### src/rtl/iq_sample_packer_if.sv
// Sample input and AXI4-Stream output bundle for iq_sample_packer.
// The master side is the packer: it consumes samples and drives the stream.
// Stream handshake: a word transfers on any rising edge where m_tvalid and
// m_tready are both high; once m_tvalid rises it stays high, with m_tdata and
// m_tlast held constant, until that transfer happens. m_tvalid never waits
// for m_tready.
interface iq_sample_packer_if;
    logic       dv_in;
    logic [2:0] real_in;
    logic [2:0] imag_in;
    logic [31:0] m_tdata;
    logic       m_tvalid;
    logic       m_tready;
    logic       m_tlast;

    modport master (
        input  dv_in,
        input  real_in,
        input  imag_in,
        input  m_tready,
        output m_tdata,
        output m_tvalid,
        output m_tlast
    );

    modport slave (
        output dv_in,
        output real_in,
        output imag_in,
        output m_tready,
        input  m_tdata,
        input  m_tvalid,
        input  m_tlast
    );
endinterface

### src/rtl/iq_sample_packer.sv
// Packs five 3-bit I/Q pairs per 32-bit word (2-bit sequence number on top),
// buffers words in a first-word-fall-through FIFO and streams them out with a
// tlast every PKT_WORDS accepted words. Dropped words set a sticky overflow.
module iq_sample_packer #(
    parameter int FIFO_DEPTH = 16,
    parameter int PKT_WORDS  = 256
) (
    input  logic        clk,
    input  logic        reset,
    input  logic        enable,
    input  logic        clear_ovf,
    output logic        overflow,
    output logic [31:0] word_count,
    iq_sample_packer_if.master bus
);

    localparam int AW = $clog2(FIFO_DEPTH);
    localparam int PW = (PKT_WORDS > 1) ? $clog2(PKT_WORDS) : 1;
    localparam logic [PW-1:0] PKT_LAST = PW'(PKT_WORDS - 1);

    // Packing state
    logic [2:0]    slot;
    logic [23:0]   partial;
    logic [1:0]    seq;
    logic [PW-1:0] pkt_idx;

    // FIFO storage: bit 32 is tlast, bits 31:0 the packed word
    logic [32:0]   mem [FIFO_DEPTH];
    logic [AW:0]   wr_ptr;
    logic [AW:0]   rd_ptr;

    logic          empty;
    logic          full;
    logic          pop;
    logic          accept;
    logic          word_done;
    logic          push;
    logic          drop;
    logic [32:0]   new_entry;
    logic [32:0]   head;

    // FIFO status, handshake decode and the word being completed this cycle
    always_comb begin
        empty     = (wr_ptr == rd_ptr);
        full      = (wr_ptr[AW] != rd_ptr[AW]) &&
                    (wr_ptr[AW-1:0] == rd_ptr[AW-1:0]);
        pop       = !empty && bus.m_tready;
        accept    = enable && bus.dv_in;
        word_done = accept && (slot == 3'd4);
        // A pop frees a slot at the same edge, so a full FIFO can still take
        // the word; an empty FIFO cannot pop, so that case never collides.
        push      = word_done && (!full || pop);
        drop      = word_done && !push;
        new_entry = {(pkt_idx == PKT_LAST), seq, bus.real_in, bus.imag_in, partial};
        head      = mem[rd_ptr[AW-1:0]];
    end

    // Stream outputs come straight from the FIFO head; zero while empty
    always_comb begin
        bus.m_tvalid = !empty;
        bus.m_tdata  = empty ? 32'd0 : head[31:0];
        bus.m_tlast  = !empty && head[32];
    end

    // Slot counter and partial word; disable discards the partial word
    always_ff @(posedge clk or posedge reset) begin
        if (reset) begin
            slot    <= 3'd0;
            partial <= 24'd0;
        end else if (!enable) begin
            slot    <= 3'd0;
            partial <= 24'd0;
        end else if (accept) begin
            if (slot == 3'd4) begin
                // Wraps whether the word was stored or dropped
                slot    <= 3'd0;
                partial <= 24'd0;
            end else begin
                slot <= slot + 3'd1;
                case (slot)
                    3'd0:    partial[5:0]   <= {bus.real_in, bus.imag_in};
                    3'd1:    partial[11:6]  <= {bus.real_in, bus.imag_in};
                    3'd2:    partial[17:12] <= {bus.real_in, bus.imag_in};
                    default: partial[23:18] <= {bus.real_in, bus.imag_in};
                endcase
            end
        end
    end

    // Sequence number, packet position and word count advance only on stored words
    always_ff @(posedge clk or posedge reset) begin
        if (reset) begin
            seq        <= 2'd0;
            pkt_idx    <= '0;
            word_count <= 32'd0;
        end else if (!enable) begin
            pkt_idx <= '0;
        end else if (push) begin
            seq        <= seq + 2'd1;
            word_count <= word_count + 32'd1;
            pkt_idx    <= (pkt_idx == PKT_LAST) ? '0 : pkt_idx + 1'b1;
        end
    end

    // FIFO pointers
    always_ff @(posedge clk or posedge reset) begin
        if (reset) begin
            wr_ptr <= '0;
            rd_ptr <= '0;
        end else begin
            if (push) wr_ptr <= wr_ptr + 1'b1;
            if (pop)  rd_ptr <= rd_ptr + 1'b1;
        end
    end

    // FIFO storage write; contents need no reset since the pointers define validity
    always_ff @(posedge clk) begin
        if (push) mem[wr_ptr[AW-1:0]] <= new_entry;
    end

    // Sticky overflow; a drop in the same cycle wins over the clear pulse
    always_ff @(posedge clk or posedge reset) begin
        if (reset)          overflow <= 1'b0;
        else if (drop)      overflow <= 1'b1;
        else if (clear_ovf) overflow <= 1'b0;
    end

endmodule

### src/flat_wrapper.sv
// flat-port wrapper written by rule: the top's interface ports become plain ports
module iq_sample_packer_flat 
#(
    parameter int FIFO_DEPTH = 16,
    parameter int PKT_WORDS  = 256
)
  (clk, reset, enable, clear_ovf, overflow, word_count, bus_dv_in, bus_real_in, bus_imag_in, bus_m_tready, bus_m_tdata, bus_m_tvalid, bus_m_tlast);
  iq_sample_packer_if bus_i ();
  input  logic clk;
  input  logic reset;
  input  logic enable;
  input  logic clear_ovf;
  output logic overflow;
  output logic [31:0] word_count;
  input wire logic [$bits(bus_i.dv_in)-1:0] bus_dv_in;
  input wire logic [$bits(bus_i.real_in)-1:0] bus_real_in;
  input wire logic [$bits(bus_i.imag_in)-1:0] bus_imag_in;
  input wire logic [$bits(bus_i.m_tready)-1:0] bus_m_tready;
  output wire logic [$bits(bus_i.m_tdata)-1:0] bus_m_tdata;
  output wire logic [$bits(bus_i.m_tvalid)-1:0] bus_m_tvalid;
  output wire logic [$bits(bus_i.m_tlast)-1:0] bus_m_tlast;
  assign bus_i.dv_in = bus_dv_in;
  assign bus_i.real_in = bus_real_in;
  assign bus_i.imag_in = bus_imag_in;
  assign bus_i.m_tready = bus_m_tready;
  assign bus_m_tdata = bus_i.m_tdata;
  assign bus_m_tvalid = bus_i.m_tvalid;
  assign bus_m_tlast = bus_i.m_tlast;
  iq_sample_packer #(.FIFO_DEPTH(FIFO_DEPTH), .PKT_WORDS(PKT_WORDS)) u_core (.clk(clk), .reset(reset), .enable(enable), .clear_ovf(clear_ovf), .overflow(overflow), .word_count(word_count), .bus(bus_i));
endmodule
### config.mk
export PLATFORM = sky130hd
export DESIGN_NAME = iq_sample_packer_flat
export DESIGN_NICKNAME = d
export VERILOG_FILES = /design/src/rtl/iq_sample_packer_if.sv /design/src/rtl/iq_sample_packer.sv /design/src/flat_wrapper.sv
export SDC_FILE = /design/constraint.sdc
export NUM_CORES = 1
export LEC_CHECK = 0
export CORE_MARGIN = 1
export CORE_UTILIZATION = 50
export CTS_CLUSTER_SIZE = 40
export DETAILED_ROUTE_END_ITERATION = 12
export GPL_ROUTABILITY_DRIVEN = 0
export PLACE_DENSITY = 0.67
export SLEW_MARGIN = 20
export SYNTH_ARGS = -nofsm -noshare
export SYNTH_HDL_FRONTEND = slang
export SYNTH_SLANG_ARGS = --single-unit
### constraint.sdc
create_clock -name clk -period 3.9 [get_ports clk]
set_input_delay 0.39 -clock clk [delete_from_list [all_inputs] [get_ports clk]]
set_output_delay 0.39 -clock clk [all_outputs]
set_load 0.03 [all_outputs]
# Word-level counts from Yosys, hierarchy flattened
# Memory sizes are Yosys's and may differ from the RTL's.
# Cells that the tools add are included.
# Widths: inputs -> output; s select.
# totals
reg_bits	80
mem_bits_rw	528
inputBits	12
out_inout_bits	67
word_cells	68
n_memories	1
# op_classes
n_addsub	6
n_eq_ne	13
mux	18
n_reduce_logical	19
# memory_table
memory	words	width	rd	rd_clocked_by_memory_dff	write_ports	line_no	source
u_core.mem	16	33	1	0	1	iq_sample_packer.sv:28	logic [32:0] mem [FIFO_DEPTH];
# op_table
operator	n
$mux 24	3
$add 32x1->32 const B	1
$mux 32	1
$mux 6	4
$mux 8	3
$add 5x1->5 const B	2
$reduce_and 2->1	5
$mux 3	3
$ne 3x1->1 const B	3
$add 8x1->8 const B	1
$eq 8x8->1 const B	1
$logic_and 1x1->1	7
$eq 5x5->1	1
$eq 4x4->1	1
$mux 1	4
$ne 2x1->1 const B	2
$add 3x1->3 const B	1
$eq 3x1->1 const B	1
$eq 3x2->1 const B	1
$eq 3x3->1 const B	1
$logic_not 1->1	3
$logic_not 3->1	1
$ne 3x2->1 const B	1
$reduce_or 3->1	1
other kinds (4)	4

# Logic depth before layout (Yosys ltp)
# Gate-level depths: netlist of the first run.
# logic_depth
word_depth	8
depth_mapped	7
mapped_depth_nobuf	6

# Worst setup path after synthesis of the first run
# No wires, ideal clock.
# synth_path
path_kind	register to register
start	register u_core.slot[0]
end	memory u_core.mem[3][0] (enable)
setup_ns	0.465
arrival_ns	3.810
t_required_ns	3.435
path_slack_ns	-0.374
stages_incl_launch_ff	8
path_buffers	1
period_less_slack_ns	4.274
cell_sequence	dfrtp_1 inv_1 ha_1 nand4_1 a21oi_2 buf_2 nand2_1 nor3_1
# synth_via
elab_chain_len	5
# synth_rtl
item	line_no	source
from (decl)	iq_sample_packer.sv:22	logic [2:0] slot;
from (signal assigned)	iq_sample_packer.sv:79	slot <= slot + 3'd1;
$eq 3x3->1	iq_sample_packer.sv:49	word_done = accept && (slot == 3'd4);
$logic_and 1x1->1	iq_sample_packer.sv:49	
$logic_and 1x1->1	iq_sample_packer.sv:52	push = word_done && (!full || pop);
$mux 1	iq_sample_packer.sv:118	if (push) mem[wr_ptr[AW-1:0]] <= new_entry;
$mux 1 (not written as such)	iq_sample_packer.sv:118	
to (decl)	iq_sample_packer.sv:28	
# No other way between the ends.

# Worst setup path in the final report of the first run
# layout_path
start	register u_core.rd_ptr[1]
end	output port bus_m_tdata[24]
# layout_via
elab_chain_len	2
elab_cells_between_ends	3
cone_classes	eq/ne (1); mux (1); memory (1)
# layout_rtl
item	line_no	source
from (decl)	iq_sample_packer.sv:30	logic [AW:0] rd_ptr;
from (signal assigned)	iq_sample_packer.sv:112	if (pop) rd_ptr <= rd_ptr + 1'b1;
$mem_v2 16x33 or $eq 5x5->1 (tied branches)	n/a	
$mux 32 *	iq_sample_packer.sv:61	bus.m_tdata = empty ? 32'd0 : head[31:0];
to (decl)	flat_wrapper.sv:19	output wire logic [$bits(bus_i.m_tdata)-1:0] bus_m_tdata;
# Mark *: on every way between the ends. The rest lies on a longest branch, timed or not.

==> results of run 1 <==
==> flip-flops by register name, indices dropped and copies added (netlist names) <==
| signal | count |
|---|---|
| u_core.mem | 528 |
| u_core.word_count | 32 |
| u_core.partial | 24 |
| u_core.pkt_idx | 8 |
| u_core.rd_ptr | 5 |
| u_core.wr_ptr | 5 |
| u_core.slot | 3 |
| u_core.seq | 2 |
| u_core.overflow | 1 |
==> repair_timing <==
item	4_1_cts	5_1_grt
resized for setup	0	0
hold buffers	0	0
buffers inserted	1	2
setup endpoints to repair	3	1
==> kinds of logic after synthesis <==
logic type / share of synthesized area
compound gates: 0.00795
fa+ha+maj: 0.00575
simple gates: 0.0434
mux: 0.166
xor+xnor: 0.0168
flops: 0.746
buf+inv: 0.0139
==> layout make-up <==
type / instances / area (um2) / area share
diodes: 1 / 2.50 / 0.0000908
clock buffers: 87 / 1690 / 0.0615
clock inverters: 25 / 158 / 0.00572
inverters: 9 / 36.3 / 0.00132
multi-input cells: 456 / 5770 / 0.209
flip-flops and latches: 608 / 17900 / 0.649
well taps: 607 / 759 / 0.0276
repair buffers: 124 / 1260 / 0.0458
==> cell usage after synthesis, types with 5 or more instances <==
library cell  count  area share
xor2_1           18      0.0066
nor3_1            5      0.0010
nand4_1          15      0.0039
buf_2            20      0.0042
xnor2_1          28       0.010
nand3_1          16      0.0033
o21ai_0           6      0.0013
nor3b_1           6      0.0019
buf_6             9      0.0042
dfrtp_1          80       0.084
clkbuf_1         23      0.0036
inv_1             9      0.0014
nor2b_1          12      0.0031
ha_1             11      0.0058
nor2_1           11      0.0017
a21oi_1          10      0.0021
and3_1           27      0.0071
mux4_2          165        0.16
nand2_1          38      0.0060
edfxtp_1        528        0.66
mux2_2           18      0.0085
and2_1           42       0.011
==> worst max-delay path, delay by kind of cell, from the launching register on <==
kind,cells,cell delay (ns)
buffers and inverters,2,1.00
flip-flops,1,0.58
multiplexers,2,0.90
AND/OR/NAND/NOR,1,0.19
==> worst paths after layout <==
kind	slack [ns]	start	to	cells past startpoint
worst max-delay path	0.18	u_core.rd_ptr[1]	bus_m_tdata[24]	5
worst min-delay path	0.23	reset	u_core.word_count[29]	2
worst max register to register	0.91	u_core.rd_ptr[0]	u_core.mem[3][13]	7
worst min register to register	0.48	u_core.pkt_idx[4]	u_core.pkt_idx[4]	1
max in group asynchronous	2.89	reset	u_core.pkt_idx[7]	3
min in group clk	0.37	clear_ovf	u_core.overflow	2
==> metrics by stage <==
step,setup slack [ns],std cells
floorplan,0.637,1127
global placement,0.667,1801
detailed placement,0.645,1801
CTS,0.0931,1914
global route,0.0598,1916
finish,0.176,1917
==> power by group <==
part / total [W] / internal (W) / switching [W]
clock network: 0.00542 / 0.00307 / 0.00236
registers: 0.00742 / 0.00720 / 0.000222
logic: 0.00511 / 0.00257 / 0.00253
total: 0.0179 / 0.0128 / 0.00511
==> per-layer routing <==
metal / GRT usage / share of wire
met1: 0.312 / 0.42
met2: 0.358 / 0.50
met3: 0.0433 / 0.068
met4: 0.0489 / 0.015
met5: 0 / 0
==> impl_metrics.py, run 1 <==
metrics = {
    "sta": {
        "whs_ns": 0.229,
        "tightest_slew_ns": 0.776,
        "period_share": 0.955,
        "tns_ns": 0,
        "period_minus_slack_ns": 3.72,
        "rsz0062_at_grt": "false",
        "slew_headroom": 0.481,
        "max_freq_mhz": 269,
        "setup-violations-final": 0,
        "fin_skew_ns": 0.0282,
        "timing_hold_violations_final": 0,
        "slew_viol_final": 0,
    },
    "synthesis": {
        "synth_area_um2": 23900,
        "ys_ff_latch": 608,
        "synth_fp_nets": 1150,
        "async_flop_share": 0.132,
        "syn_inst": 1127,
        "synth_flop_cell": "edfxtp_1",
        "yosysWarnings": 0,
        "syn_avg_cell_area_um2": 21.2,
        "ys_seq_area_frac": 0.746,
        "ys_types": 44,
        "synth-edff-count": 528,
    },
    "routing": {
        "drc": 8,
        "vias_per_cell": 5.93,
        "drtIter0Drc": 1159,
        "route.detailed.wl_per_inst_um": 26.8,
        "ant_nets": 0,
        "finalWirelength_mm": 51.3,
        "vias": 11400,
        "dr.pass1.iters": 9,
    },
    "status": {
        "violations": "design-rule violations",
        "status": "complete, but fails checks",
    },
    "setup_path": {
        "critPathKind": "reg -> out",
        "worstPathRequired_ns": 3.51,
        "worstPathMaxFanout": 70,
        "max_stage_delay_ns": 0.59,
        "cp-start-kind": "flop",
        "end_kind": "output pin",
        "worstPathCellList": "buf_12, mux4_2, mux4_2, and2_1, clkdlybuf4s50_1",
        "cp_common_cell": "mux4_2",
        "slowest_stage": "clkdlybuf4s50_1",
        "crit_arrival_ns": 3.33,
    },
    "power_and_ir_drop": {
        "fin_total_pwr_w": 0.0179,
        "p_leak_nw": 9.32,
        "vdd_drop_max_mv": 0.353,
        "pwr_density_cell_nw_per_um2": 652,
    },
    "finish": {
        "fillers": 3402,
        "area_growth_pct": 15.1,
        "layout_common_cells": "edfxtp_1 (528), mux4_2 (165), dfrtp_1 (76), clkbuf_16 (60), buf_4 (55)",
        "nNetsFinal": 1281,
        "design_area_um2": 27500,
        "drive_gt1_frac": 0.283,
        "final_util": 0.588,
        "layout_commonest_cell": "edfxtp_1",
    },
    "die": {
        "ios": 79,
        "design.core.area_um2": 46900,
        "start_util": 0.511,
        "rows": 79,
        "die-area_um2": 48700,
        "die_h_um": 221,
        "die_w_um": 221,
    },
    "hold_path": {
        "hold_class": "in -> async",
    },
    "placement": {
        "portBuffers": 78,
        "hpwl_mm": 27.5,
        "place_area_um2": 25700,
    },
    "global_routing": {
        "grt_start_max_net_pins": 71,
        "grt_pass1_wl_mm": 76.4,
        "grt_use_total": 0.221,
        "antenna_found_initial": 1,
        "grt_pass1_vias": 11800,
        "globalRouteOverflowTotal": 0,
    },
    "clock_network": {
        "cts_tree": "yes",
        "clock_path_buffers": 3,
        "root_buffer": "clkbuf_16",
        "numCtsBuffers": 59,
        "htreeDepth": 2,
        "cts_sinks": 608,
        "clock_latency_ns": 0.62,
        "path_clk_slew_ns": 0.06,
    },
    "run": {
        "max-cap-violations": 0,
    },
}
Note: power is estimated with default switching activity, not from simulation.
==> run 2, diff against run 1 <==
==> constraint.sdc (replaced) <==
create_clock -name clk -period 3.43 [get_ports clk]
set_input_delay 0.343 -clock clk [delete_from_list [all_inputs] [get_ports clk]]
set_output_delay 0.343 -clock clk [all_outputs]
set_load 0.03 [all_outputs]
==> impl_metrics.py, run 2 (synthesis results as in run 1) <==
metrics = {
    "finish": {
        "fillers": 3407,
        "seq_area_um2": 17900,
        "largest_reg_flops": 528,
        "layout_common_cells": "edfxtp_1 (528), mux4_2 (165), buf_4 (81), dfrtp_1 (76), clkbuf_16 (60)",
        "design_area_um2": 27700,
        "multi_input_area_um2": 5770,
        "area_growth_pct": 15.9,
        "drive_gt1_frac": 0.296,
        "nNetsFinal": 1307,
        "layout_commonest_cell": "edfxtp_1",
    },
    "routing": {
        "ant_nets": 0,
        "vias_per_cell": 5.88,
        "drtIter0Drc": 978,
        "top_layer_used": "met4",
        "vias": 11400,
        "wl_met1_mm": 22.3,
        "dr_wl_met2_mm": 25.4,
        "dr.pass1.iters": 9,
        "dr_wl_met3_mm": 2.91,
        "drc": 8,
        "route.detailed.wl_per_inst_um": 26.6,
        "finalWirelength_mm": 51.5,
    },
    "setup_path": {
        "worstPathRequired_ns": 3.09,
        "worstPathCellList": "buf_6, buf_4, buf_8, mux4_2, mux4_2, and2_1, buf_4",
        "crit_arrival_ns": 2.99,
        "cp.buffers_inverters": 4,
        "cp_top_family": "multiplexers",
        "timing.rr.end": "u_core.mem[8][15]",
        "max_stage_delay_ns": 0.56,
        "critPathKind": "reg -> out",
        "worstReg2RegStart": "u_core.rd_ptr[0]",
        "r2r_slack_ns": 0.44,
        "worstPathMaxFanout": 12,
        "end_kind": "output pin",
        "slowest_stage": "mux4_2",
        "cp-start-kind": "flop",
        "r2r_cells": 8,
    },
    "global_routing": {
        "grt_start_max_net_pins": 35,
        "grt_use_total": 0.221,
        "globalRouteOverflowTotal": 0,
        "grt_pass1_wl_mm": 76.7,
        "grt_pass1_vias": 11800,
        "antenna_found_initial": 3,
    },
    "clock_network": {
        "clock_latency_ns": 0.61,
        "clock_path_buffers": 3,
        "cts_tree": "yes",
        "path_clk_slew_ns": 0.06,
        "htreeDepth": 2,
        "root_buffer": "clkbuf_16",
        "numCtsBuffers": 59,
        "cts_sinks": 608,
    },
    "sta": {
        "tns_ns": 0,
        "fin_skew_ns": 0.0183,
        "period_minus_slack_ns": 3.33,
        "slew_viol_final": 0,
        "slew_headroom": 0.489,
        "max_freq_mhz": 300,
        "setup-violations-final": 0,
        "period_share": 0.971,
        "tightest_slew_ns": 0.764,
        "timing_hold_violations_final": 0,
        "whs_ns": 0.125,
        "rsz0062_at_grt": "false",
    },
    "run": {
        "max-cap-violations": 0,
    },
    "die": {
        "die_h_um": 221,
        "die_w_um": 221,
        "ios": 79,
        "die-area_um2": 48700,
        "design.core.area_um2": 46900,
        "rows": 79,
        "start_util": 0.511,
    },
    "placement": {
        "hpwl_mm": 28.3,
        "place_area_um2": 25700,
        "portBuffers": 78,
    },
    "power_and_ir_drop": {
        "p_leak_nw": 9.48,
        "p_clk_frac": 0.305,
        "p_sw_w": 0.00588,
        "p_comb_frac": 0.290,
        "switching_share": 0.283,
        "vdd_drop_max_mv": 0.391,
        "p_int_w": 0.0149,
        "p_seq_frac": 0.404,
        "pwr_density_cell_nw_per_um2": 748,
    },
    "status": {
        "violations": "design-rule violations",
        "status": "complete, but fails checks",
    },
    "hold_path": {
        "hold_class": "in -> async",
    },
}
## run 2: power by group through the flow
stage / logic (W) / registers, W / clock network (W)
after floorplan: 0.00433 / 0.00842 / 0
final: 0.00602 / 0.00840 / 0.00634
after CTS: 0.00613 / 0.00839 / 0.00646
after global routing: 0.00642 / 0.00841 / 0.00672
after detailed placement: 0.00582 / 0.00868 / 0
after global placement: 0.00580 / 0.00867 / 0
## run 2: timing repair
action	CTS	global route
gates cloned	0	0
endpoints found under the hold margin	0	0
resized for setup	14	2
hold buffers	0	0
buffers inserted	12	0
setup endpoints to repair	31	13
## run 2: how the worst max path moves through the flow
| stage | cells after the start | start | to | slack, ns |
|---|---|---|---|---|
| after detailed placement | 5 | u_core.rd_ptr[0] | bus_m_tdata[3] | 0.34 |
| after global placement | 5 | u_core.rd_ptr[0] | bus_m_tdata[3] | 0.35 |
| after global routing | 7 | u_core.rd_ptr[0] | bus_m_tdata[9] | 0.01 |
| final | 7 | u_core.rd_ptr[0] | bus_m_tdata[1] | 0.1 |
| after floorplan | 7 | u_core.slot[0] | u_core.mem[3][0] | 0.17 |
| after CTS | 7 | u_core.rd_ptr[0] | bus_m_tdata[1] | 0.007 |
## run 2: routing by layer
| metal | global-route usage | vias up |
|---|---|---|
| li1 | - | 4912 |
| met3 | 0.0366 | 67 |
| met2 | 0.357 | 325 |
| met5 | 0 | - |
| met4 | 0.0594 | 0 |
| met1 | 0.316 | 6113 |
## run 2: cell type report
type	count	area share
Antenna cell	1	0.0000902
Tap cell	607	0.0274
Sequential cell	608	0.644
Clock buffer	80	0.0601
Timing Repair Buffer	150	0.0501
Inverter	9	0.00126
Clock inverter	30	0.00915
Multi-Input combinational cell	456	0.208
## run 2: through the flow
| stage | total power [W] | utilization | std cells | worst slack, ns |
|---|---|---|---|---|
| after floorplan | 0.0127 | - | 1127 | 0.167 |
| after global placement | 0.0145 | 0.548 | 1819 | 0.346 |
| after detailed placement | 0.0145 | 0.548 | 1819 | 0.342 |
| after CTS | 0.0210 | 0.592 | 1940 | 0.00661 |
| after global routing | 0.0216 | 0.592 | 1940 | 0.0147 |
| final | 0.0208 | 0.592 | 1941 | 0.0997 |
